$ cat config.mk
export PLATFORM = sky130hd
export DESIGN_NAME = pcm_to_i2s
export DESIGN_NICKNAME = d
export VERILOG_FILES = /design/src/rtl/pcm_to_i2s_pkg.sv /design/src/rtl/pcm_to_i2s_slot_serializer.sv /design/src/rtl/pcm_to_i2s.sv
export SDC_FILE = /design/constraint.sdc
export NUM_CORES = 1
export LEC_CHECK = 0
export CAP_MARGIN = 5
export CORE_ASPECT_RATIO = 0.6
export CORE_UTILIZATION = 54
export CTS_BUF_LIST = sky130_fd_sc_hd__clkbuf_8
export CTS_CLUSTER_DIAMETER = 30
export DETAILED_ROUTE_END_ITERATION = 16
export PLACE_DENSITY = 0.89
export SLEW_MARGIN = 10
export SYNTH_ARGS = -nofsm -noshare
export SYNTH_HDL_FRONTEND = slang
export SYNTH_SLANG_ARGS = --single-unit
$ cat constraint.sdc
create_clock -name clk -period 2.37 [get_ports clk]
set_input_delay 0.474 -clock clk [delete_from_list [all_inputs] [get_ports clk]]
set_output_delay 0.474 -clock clk [all_outputs]
set_load 0.02 [all_outputs]
$ cat src/rtl/pcm_to_i2s_pkg.sv
// pcm_to_i2s_pkg: shared defaults, frame-counter sizing and the transmitter
// arming state for the I2S output stage.
package pcm_to_i2s_pkg;

    // Default PCM word width and bit clocks per ws half-period.
    localparam int DEF_NUMBER_OF_BITS = 8;
    localparam int DEF_SLOT_BITS      = 16;

    // Frame counter width: it must hold 0..2*SLOT_BITS-1.
    function automatic int fc_width(input int slot_bits);
        return $clog2(2 * slot_bits);
    endfunction

    // IDLE   : nothing accepted since reset, counter parked at 0, line silent.
    // ARMING : first pair is pending; next edge loads it and opens frame 0.
    // RUN    : frame counter free-running, loads on every frame wrap.
    typedef enum logic [1:0] {
        ST_IDLE   = 2'd0,
        ST_ARMING = 2'd1,
        ST_RUN    = 2'd2
    } tx_state_e;

endpackage

$ cat src/rtl/pcm_to_i2s_slot_serializer.sv
// i2s_slot_serializer: parallel-load, MSB-first, zero-fill shift register
// feeding one I2S slot (one instance per channel).
module i2s_slot_serializer
    import pcm_to_i2s_pkg::*;
#(
    parameter int NUMBER_OF_BITS = DEF_NUMBER_OF_BITS
) (
    input  logic                      clk,
    input  logic                      reset,
    input  logic                      i_load,
    input  logic [NUMBER_OF_BITS-1:0] i_data,
    input  logic                      i_shift,
    output logic                      o_msb
);

    logic [NUMBER_OF_BITS-1:0] r_sh;

    // Load a whole word, or move the next bit into the MSB position.
    always_ff @(posedge clk) begin
        if (reset) begin
            r_sh <= '0;
        end else if (i_load) begin
            r_sh <= i_data;
        end else if (i_shift) begin
            r_sh <= {r_sh[NUMBER_OF_BITS-2:0], 1'b0};
        end
    end

    assign o_msb = r_sh[NUMBER_OF_BITS-1];

endmodule

$ cat src/rtl/pcm_to_i2s.sv
// pcm_to_i2s: stereo PCM to standard I2S transmitter. One pair is accepted
// per frame through a single holding register; words go out MSB-first one
// bit clock after each ws edge.
// Build option PCM_TO_I2S_UNDERFLOW_HOLD_EN: when defined, an underflowing
// frame repeats the last transmitted pair; otherwise it transmits silence.
module pcm_to_i2s
    import pcm_to_i2s_pkg::*;
#(
    parameter int NUMBER_OF_BITS = DEF_NUMBER_OF_BITS,
    parameter int SLOT_BITS      = DEF_SLOT_BITS
) (
    input  logic                      clk,
    input  logic                      reset,
    input  logic [NUMBER_OF_BITS-1:0] pcm_left,
    input  logic [NUMBER_OF_BITS-1:0] pcm_right,
    input  logic                      pcm_valid,
    output logic                      pcm_ready,
    output logic                      ws_out,
    output logic                      sd_out,
    output logic                      frame_start,
    output logic                      underflow
);

    localparam int FCW = fc_width(SLOT_BITS);
    typedef logic [FCW-1:0] fc_t;

    localparam fc_t FC_LAST    = fc_t'(2 * SLOT_BITS - 1);
    localparam fc_t FC_RSLOT   = fc_t'(SLOT_BITS);
    localparam fc_t FC_L_FIRST = fc_t'(1);
    localparam fc_t FC_L_LAST  = fc_t'(NUMBER_OF_BITS);
    localparam fc_t FC_R_FIRST = fc_t'(SLOT_BITS + 1);
    localparam fc_t FC_R_LAST  = fc_t'(SLOT_BITS + NUMBER_OF_BITS);

    tx_state_e r_state, w_state_next;

    fc_t                       r_fc;
    logic                      r_pending;
    logic                      r_ready;
    logic [NUMBER_OF_BITS-1:0] r_hold_l;
    logic [NUMBER_OF_BITS-1:0] r_hold_r;
    logic                      r_ws;
    logic                      r_sd;
    logic                      r_frame_start;
    logic                      r_underflow;

    logic                      w_accept;
    logic                      w_arm_load;
    logic                      w_load;
    fc_t                       w_fc_next;
    logic                      w_pending_next;
    logic                      w_left_win;
    logic                      w_right_win;
    logic                      w_sd_next;
    logic                      w_left_msb;
    logic                      w_right_msb;
    logic [NUMBER_OF_BITS-1:0] w_fill_l;
    logic [NUMBER_OF_BITS-1:0] w_fill_r;
    logic [NUMBER_OF_BITS-1:0] w_load_l;
    logic [NUMBER_OF_BITS-1:0] w_load_r;

    assign w_accept = pcm_valid && r_ready;

    // Arming state register.
    always_ff @(posedge clk) begin
        if (reset) begin
            r_state <= ST_IDLE;
        end else begin
            r_state <= w_state_next;
        end
    end

    // Arming sequence: the first accept arms, the following edge performs
    // the arming load and starts the frame counter.
    always_comb begin
        w_state_next = r_state;
        w_arm_load   = 1'b0;
        case (r_state)
            ST_IDLE: begin
                if (w_accept) begin
                    w_state_next = ST_ARMING;
                end
            end
            ST_ARMING: begin
                w_arm_load   = 1'b1;
                w_state_next = ST_RUN;
            end
            ST_RUN: begin
                w_state_next = ST_RUN;
            end
            default: begin
                w_state_next = ST_IDLE;
            end
        endcase
    end

    // A load always lands the counter on fc=0, so the arming load behaves
    // exactly like a frame wrap.
    assign w_load    = w_arm_load || ((r_state == ST_RUN) && (r_fc == FC_LAST));
    assign w_fc_next = ((r_state == ST_RUN) && !w_load) ? r_fc + fc_t'(1) : '0;

    // An accept coinciding with a load only happens with pending clear, so
    // the new pair stays pending for the following frame.
    always_comb begin
        w_pending_next = r_pending;
        if (w_load) begin
            w_pending_next = 1'b0;
        end
        if (w_accept) begin
            w_pending_next = 1'b1;
        end
    end

    // Underflow fill source.
`ifdef PCM_TO_I2S_UNDERFLOW_HOLD_EN
    logic [NUMBER_OF_BITS-1:0] r_last_l;
    logic [NUMBER_OF_BITS-1:0] r_last_r;

    // Remember whatever was loaded last so an underflow repeats it.
    always_ff @(posedge clk) begin
        if (reset) begin
            r_last_l <= '0;
            r_last_r <= '0;
        end else if (w_load) begin
            r_last_l <= w_load_l;
            r_last_r <= w_load_r;
        end
    end

    assign w_fill_l = r_last_l;
    assign w_fill_r = r_last_r;
`else
    assign w_fill_l = '0;
    assign w_fill_r = '0;
`endif

    assign w_load_l = r_pending ? r_hold_l : w_fill_l;
    assign w_load_r = r_pending ? r_hold_r : w_fill_r;

    // Data windows are evaluated on the next counter value because sd_out
    // is registered: the bit appears in the cycle whose fc matches.
    assign w_left_win  = (w_fc_next >= FC_L_FIRST) && (w_fc_next <= FC_L_LAST);
    assign w_right_win = (w_fc_next >= FC_R_FIRST) && (w_fc_next <= FC_R_LAST);

    always_comb begin
        w_sd_next = 1'b0;
        if (w_left_win) begin
            w_sd_next = w_left_msb;
        end else if (w_right_win) begin
            w_sd_next = w_right_msb;
        end
    end

    i2s_slot_serializer #(
        .NUMBER_OF_BITS(NUMBER_OF_BITS)
    ) u_ser_left (
        .clk    (clk),
        .reset  (reset),
        .i_load (w_load),
        .i_data (w_load_l),
        .i_shift(w_left_win),
        .o_msb  (w_left_msb)
    );

    i2s_slot_serializer #(
        .NUMBER_OF_BITS(NUMBER_OF_BITS)
    ) u_ser_right (
        .clk    (clk),
        .reset  (reset),
        .i_load (w_load),
        .i_data (w_load_r),
        .i_shift(w_right_win),
        .o_msb  (w_right_msb)
    );

    // Frame counter, handshake, holding register and registered outputs.
    always_ff @(posedge clk) begin
        if (reset) begin
            r_fc          <= '0;
            r_pending     <= 1'b0;
            r_ready       <= 1'b1;
            r_hold_l      <= '0;
            r_hold_r      <= '0;
            r_ws          <= 1'b0;
            r_sd          <= 1'b0;
            r_frame_start <= 1'b0;
            r_underflow   <= 1'b0;
        end else begin
            r_fc          <= w_fc_next;
            r_pending     <= w_pending_next;
            r_ready       <= !w_pending_next;
            r_ws          <= (w_fc_next >= FC_RSLOT);
            r_sd          <= w_sd_next;
            r_frame_start <= w_load;
            if (w_accept) begin
                r_hold_l <= pcm_left;
                r_hold_r <= pcm_right;
            end
            if (w_load && !r_pending) begin
                r_underflow <= 1'b1;
            end
        end
    end

    assign pcm_ready   = r_ready;
    assign ws_out      = r_ws;
    assign sd_out      = r_sd;
    assign frame_start = r_frame_start;
    assign underflow   = r_underflow;

endmodule

==> results of run 1 <==
-- layer usage --
layer / vias to the layer above / share of wire, % / global-route usage, %
met5: - / 0 / 0
met4: 0 / 1.3 / 9.81
met3: 5 / 7.0 / 6.48
met2: 55 / 42 / 32.6
met1: 684 / 50 / 34.1
li1: 759 / - / -
-- logic make-up after synthesis --
| kind of cell | synth area share, % |
|---|---|
| mux | 7.00 |
| compound gates | 16.4 |
| buf+inv | 4.44 |
| fa+ha+maj | 4.04 |
| simple gates | 18.8 |
| xor+xnor | 0.942 |
| flops | 48.5 |
-- worst min-delay path: cells and delay by family, from the launching register on --
kind               cells  cell delay (ns)
DFF                    1             0.32
and+or+nand+nor        1             0.05
AOI/OAI and AO/OA      1             0.05
-- cell type report --
type | count | area, µm² | share of cell area, %
multi-input combinational | 145 | 885 | 39.1
tap | 45 | 56.3 | 2.49
sequential | 45 | 901 | 39.8
inverter | 5 | 18.8 | 0.829
clock buffer | 6 | 82.6 | 3.65
timing repair buffer | 30 | 283 | 12.5
clock inverter | 2 | 37.5 | 1.66
-- cell usage in the layout (no fill, tap or decap), drive strengths merged, types with 3 or more instances in the layout --
| cell type | count |
|---|---|
| dfxtp | 45 |
| nand2b | 3 |
| nor3b | 3 |
| nand3 | 5 |
| nor2 | 11 |
| inv | 5 |
| clkdlybuf4s50 | 23 |
| clkbuf | 6 |
| and2 | 6 |
| a211oi | 10 |
| buf | 7 |
| a21oi | 31 |
| mux2i | 13 |
| ha | 6 |
| o21ai | 3 |
| nand2 | 42 |
-- how the worst max path moves through the flow --
| stage | slack (ns) | startpoint | end |
|---|---|---|---|
| detailed placement | 0.02 | r_fc[0] | u_ser_right.r_sh[1] |
| finish | 0.12 | r_fc[0] | u_ser_right.r_sh[1] |
| CTS | 0.00007 | r_fc[0] | u_ser_right.r_sh[1] |
| global placement | 0.18 | r_fc[0] | u_ser_right.r_sh[1] |
| floorplan | 0.29 | r_fc[0] | u_ser_right.r_sh[1] |
| global route | 0.03 | r_fc[0] | u_ser_right.r_sh[1] |
-- sequential cells by signal, indices dropped and copies added (netlist names), 2 cells and up --
signal	cells
r_fc	5
u_ser_right.r_sh	8
r_hold_r	8
r_hold_l	8
r_state	2
u_ser_left.r_sh	8
-- what timing repair did --
action,CTS,global route
resized for setup,0,1
setup buffers,0,0
setup endpoints to repair,0,8
-- power by group --
group          leakage (nW)  switching (mW)  total (mW)  internal, mW
combinational         0.482           0.332       0.605         0.273
clock                0.0574           0.272       0.615         0.343
sequential            0.368          0.0925       0.992         0.900
total                 0.907           0.697        2.21          1.52
-- metrics by stage --
stage / setup slack (ns) / total power [mW] / hold WS (ns)
after floorplan: 0.295 / 1.41 / 0.425
after global placement: 0.177 / 1.57 / 0.444
after detailed placement: 0.0242 / 1.59 / 0.452
after global routing: 0.0316 / 2.32 / 0.489
after CTS: 0.0000735 / 2.20 / 0.463
final: 0.116 / 2.21 / 0.465
==> results_dict.tcl, run 1 <==
set metrics [dict create \
    grt_pass1_wl_um 6310 \
    critical-path-slowest-cell "dfxtp_1" \
    port_buffers 23 \
    max_slew_margin_pct 65.4 \
    min_to "r_hold_l[4]" \
    netlist_area_mm2 0.00186 \
    post-route-min-period_ns 2.25 \
    fin_cells 278 \
    die_width_um 77.8 \
    synth_top_area_share_pct 48.5 \
    synthTopCellsByArea "dfxtp_1, nand2_1, a21oi_1" \
    clk_pin_slew_ns 0.09 \
    yosys.cell_count.top_type "dfxtp_1" \
    r2r_cells 8 \
    die_h_um 47.5 \
    arrival_ns 2.47 \
    final_area_mm2 0.00226 \
    place_inst 270 \
    cts-root-buf "clkbuf_8" \
    outcome "finished, final reports clean" \
    antenna_left 0 \
    hp-start "r_hold_l[4]" \
    yosysWarnings 0 \
    synth_area_leader_cell "dfxtp_1" \
    r2r_start "r_fc[0]" \
    dp_hpwl_um 2740 \
    crit_required_ns 2.58 \
    drc 0 \
    nNetsFinal 257 \
    routed_via_density 5.41 \
    period_share_pct 95.1 \
    grt_max_degree 19 \
    clockBufferDepth 2 \
    ir_drop_mv 0.452 \
    maxCapViolations 0 \
    cp-start-kind "flop" \
    worst-path-buf-inv 1 \
    cp.depth 8 \
    tritoncts "yes" \
    antenna_found_initial 0 \
    cp_top_family "simple AND/OR/NAND/NOR gates" \
    tightestPinTransition_ns 0.519 \
    post-route-util_pct 69.4 \
    synth_nets 233 \
    r2r_end "u_ser_right.r_sh[1]" \
    clk_latency_ns 0.31 \
    power_density_mw_per_mm2 977 \
    drt_iter0_markers 71 \
    critPathMaxFanout 10 \
    io_pins 24 \
    numCtsBuffers 5 \
    ys.flop_type "dfxtp_1" \
    first_pass_iters 4 \
    fillCellCount 249 \
    tns_ns 0 \
    dieArea_mm2 0.00369 \
    grt_overflow 0 \
    drive_gt1_share_pct 9.44 \
    dpl-instance-area_mm2 0.00214 \
    final.setup_skew_ns 0.0115 \
    slew_violations 0 \
    num_vias 1503 \
    holdCritPathClass "reg -> reg" \
    grt_pass1_vias 1316 \
    synthDistinctLibCells 29 \
    wl_um 3940 \
    setup_viol 0 \
    post_drt_wl_per_cell_um 14.2 \
    p_leak_nw 0.907 \
    synth_common_cells "dfxtp_1, nand2_1, a21oi_1, mux2i_1" \
    area.growth.synth_to_final_pct 21.7 \
    hold_viol_final 0 \
    rows 16 \
    track_usage_pct 23.3 \
    synthArstFlopShare_pct 0 \
    crit_type "reg -> reg" \
    syn_area_per_cell_um2 8.94 \
    postCtsHoldBufs 0 \
    slowest_delay_ns 0.36 \
    ys_seq_area_share_pct 48.5 \
    synth_edf_count 0 \
    rrSetupSlack_ns 0.12 \
    fmaxAchievable_ghz 0.444 \
    coreArea_mm2 0.00326 \
    numClockSinks 45 \
    crit_chain "ha_1 -> and3_1 -> ha_1 -> nor3b_2 -> and4b_1 -> buf_4 -> nor3b_2 -> a2111oi_2" \
    cts.htree.levels 2 \
    gp_congestion 0.820 \
    num_antenna_cells 0 \
    rsz0062_at_grt "no" \
    initial_core_util_pct 57.0 \
    holdPathStages 2 \
    synthCells 208 \
    end_kind "flop" \
    ys_seq_elements 45 \
]
No activity file was read; power rests on OpenSTA's default activity.
==> run 2, diff against run 1 <==
TNS_END_PERCENT = 100   (was default)
==> results of run 2 <==
Final layout, timing and power as in run 1 (identical DEF).
==> run 3, diff against run 2 <==
CTS_CLUSTER_SIZE = 12   (was default)
==> results of run 3 <==
Final layout, timing and power as in run 1 (identical DEF).
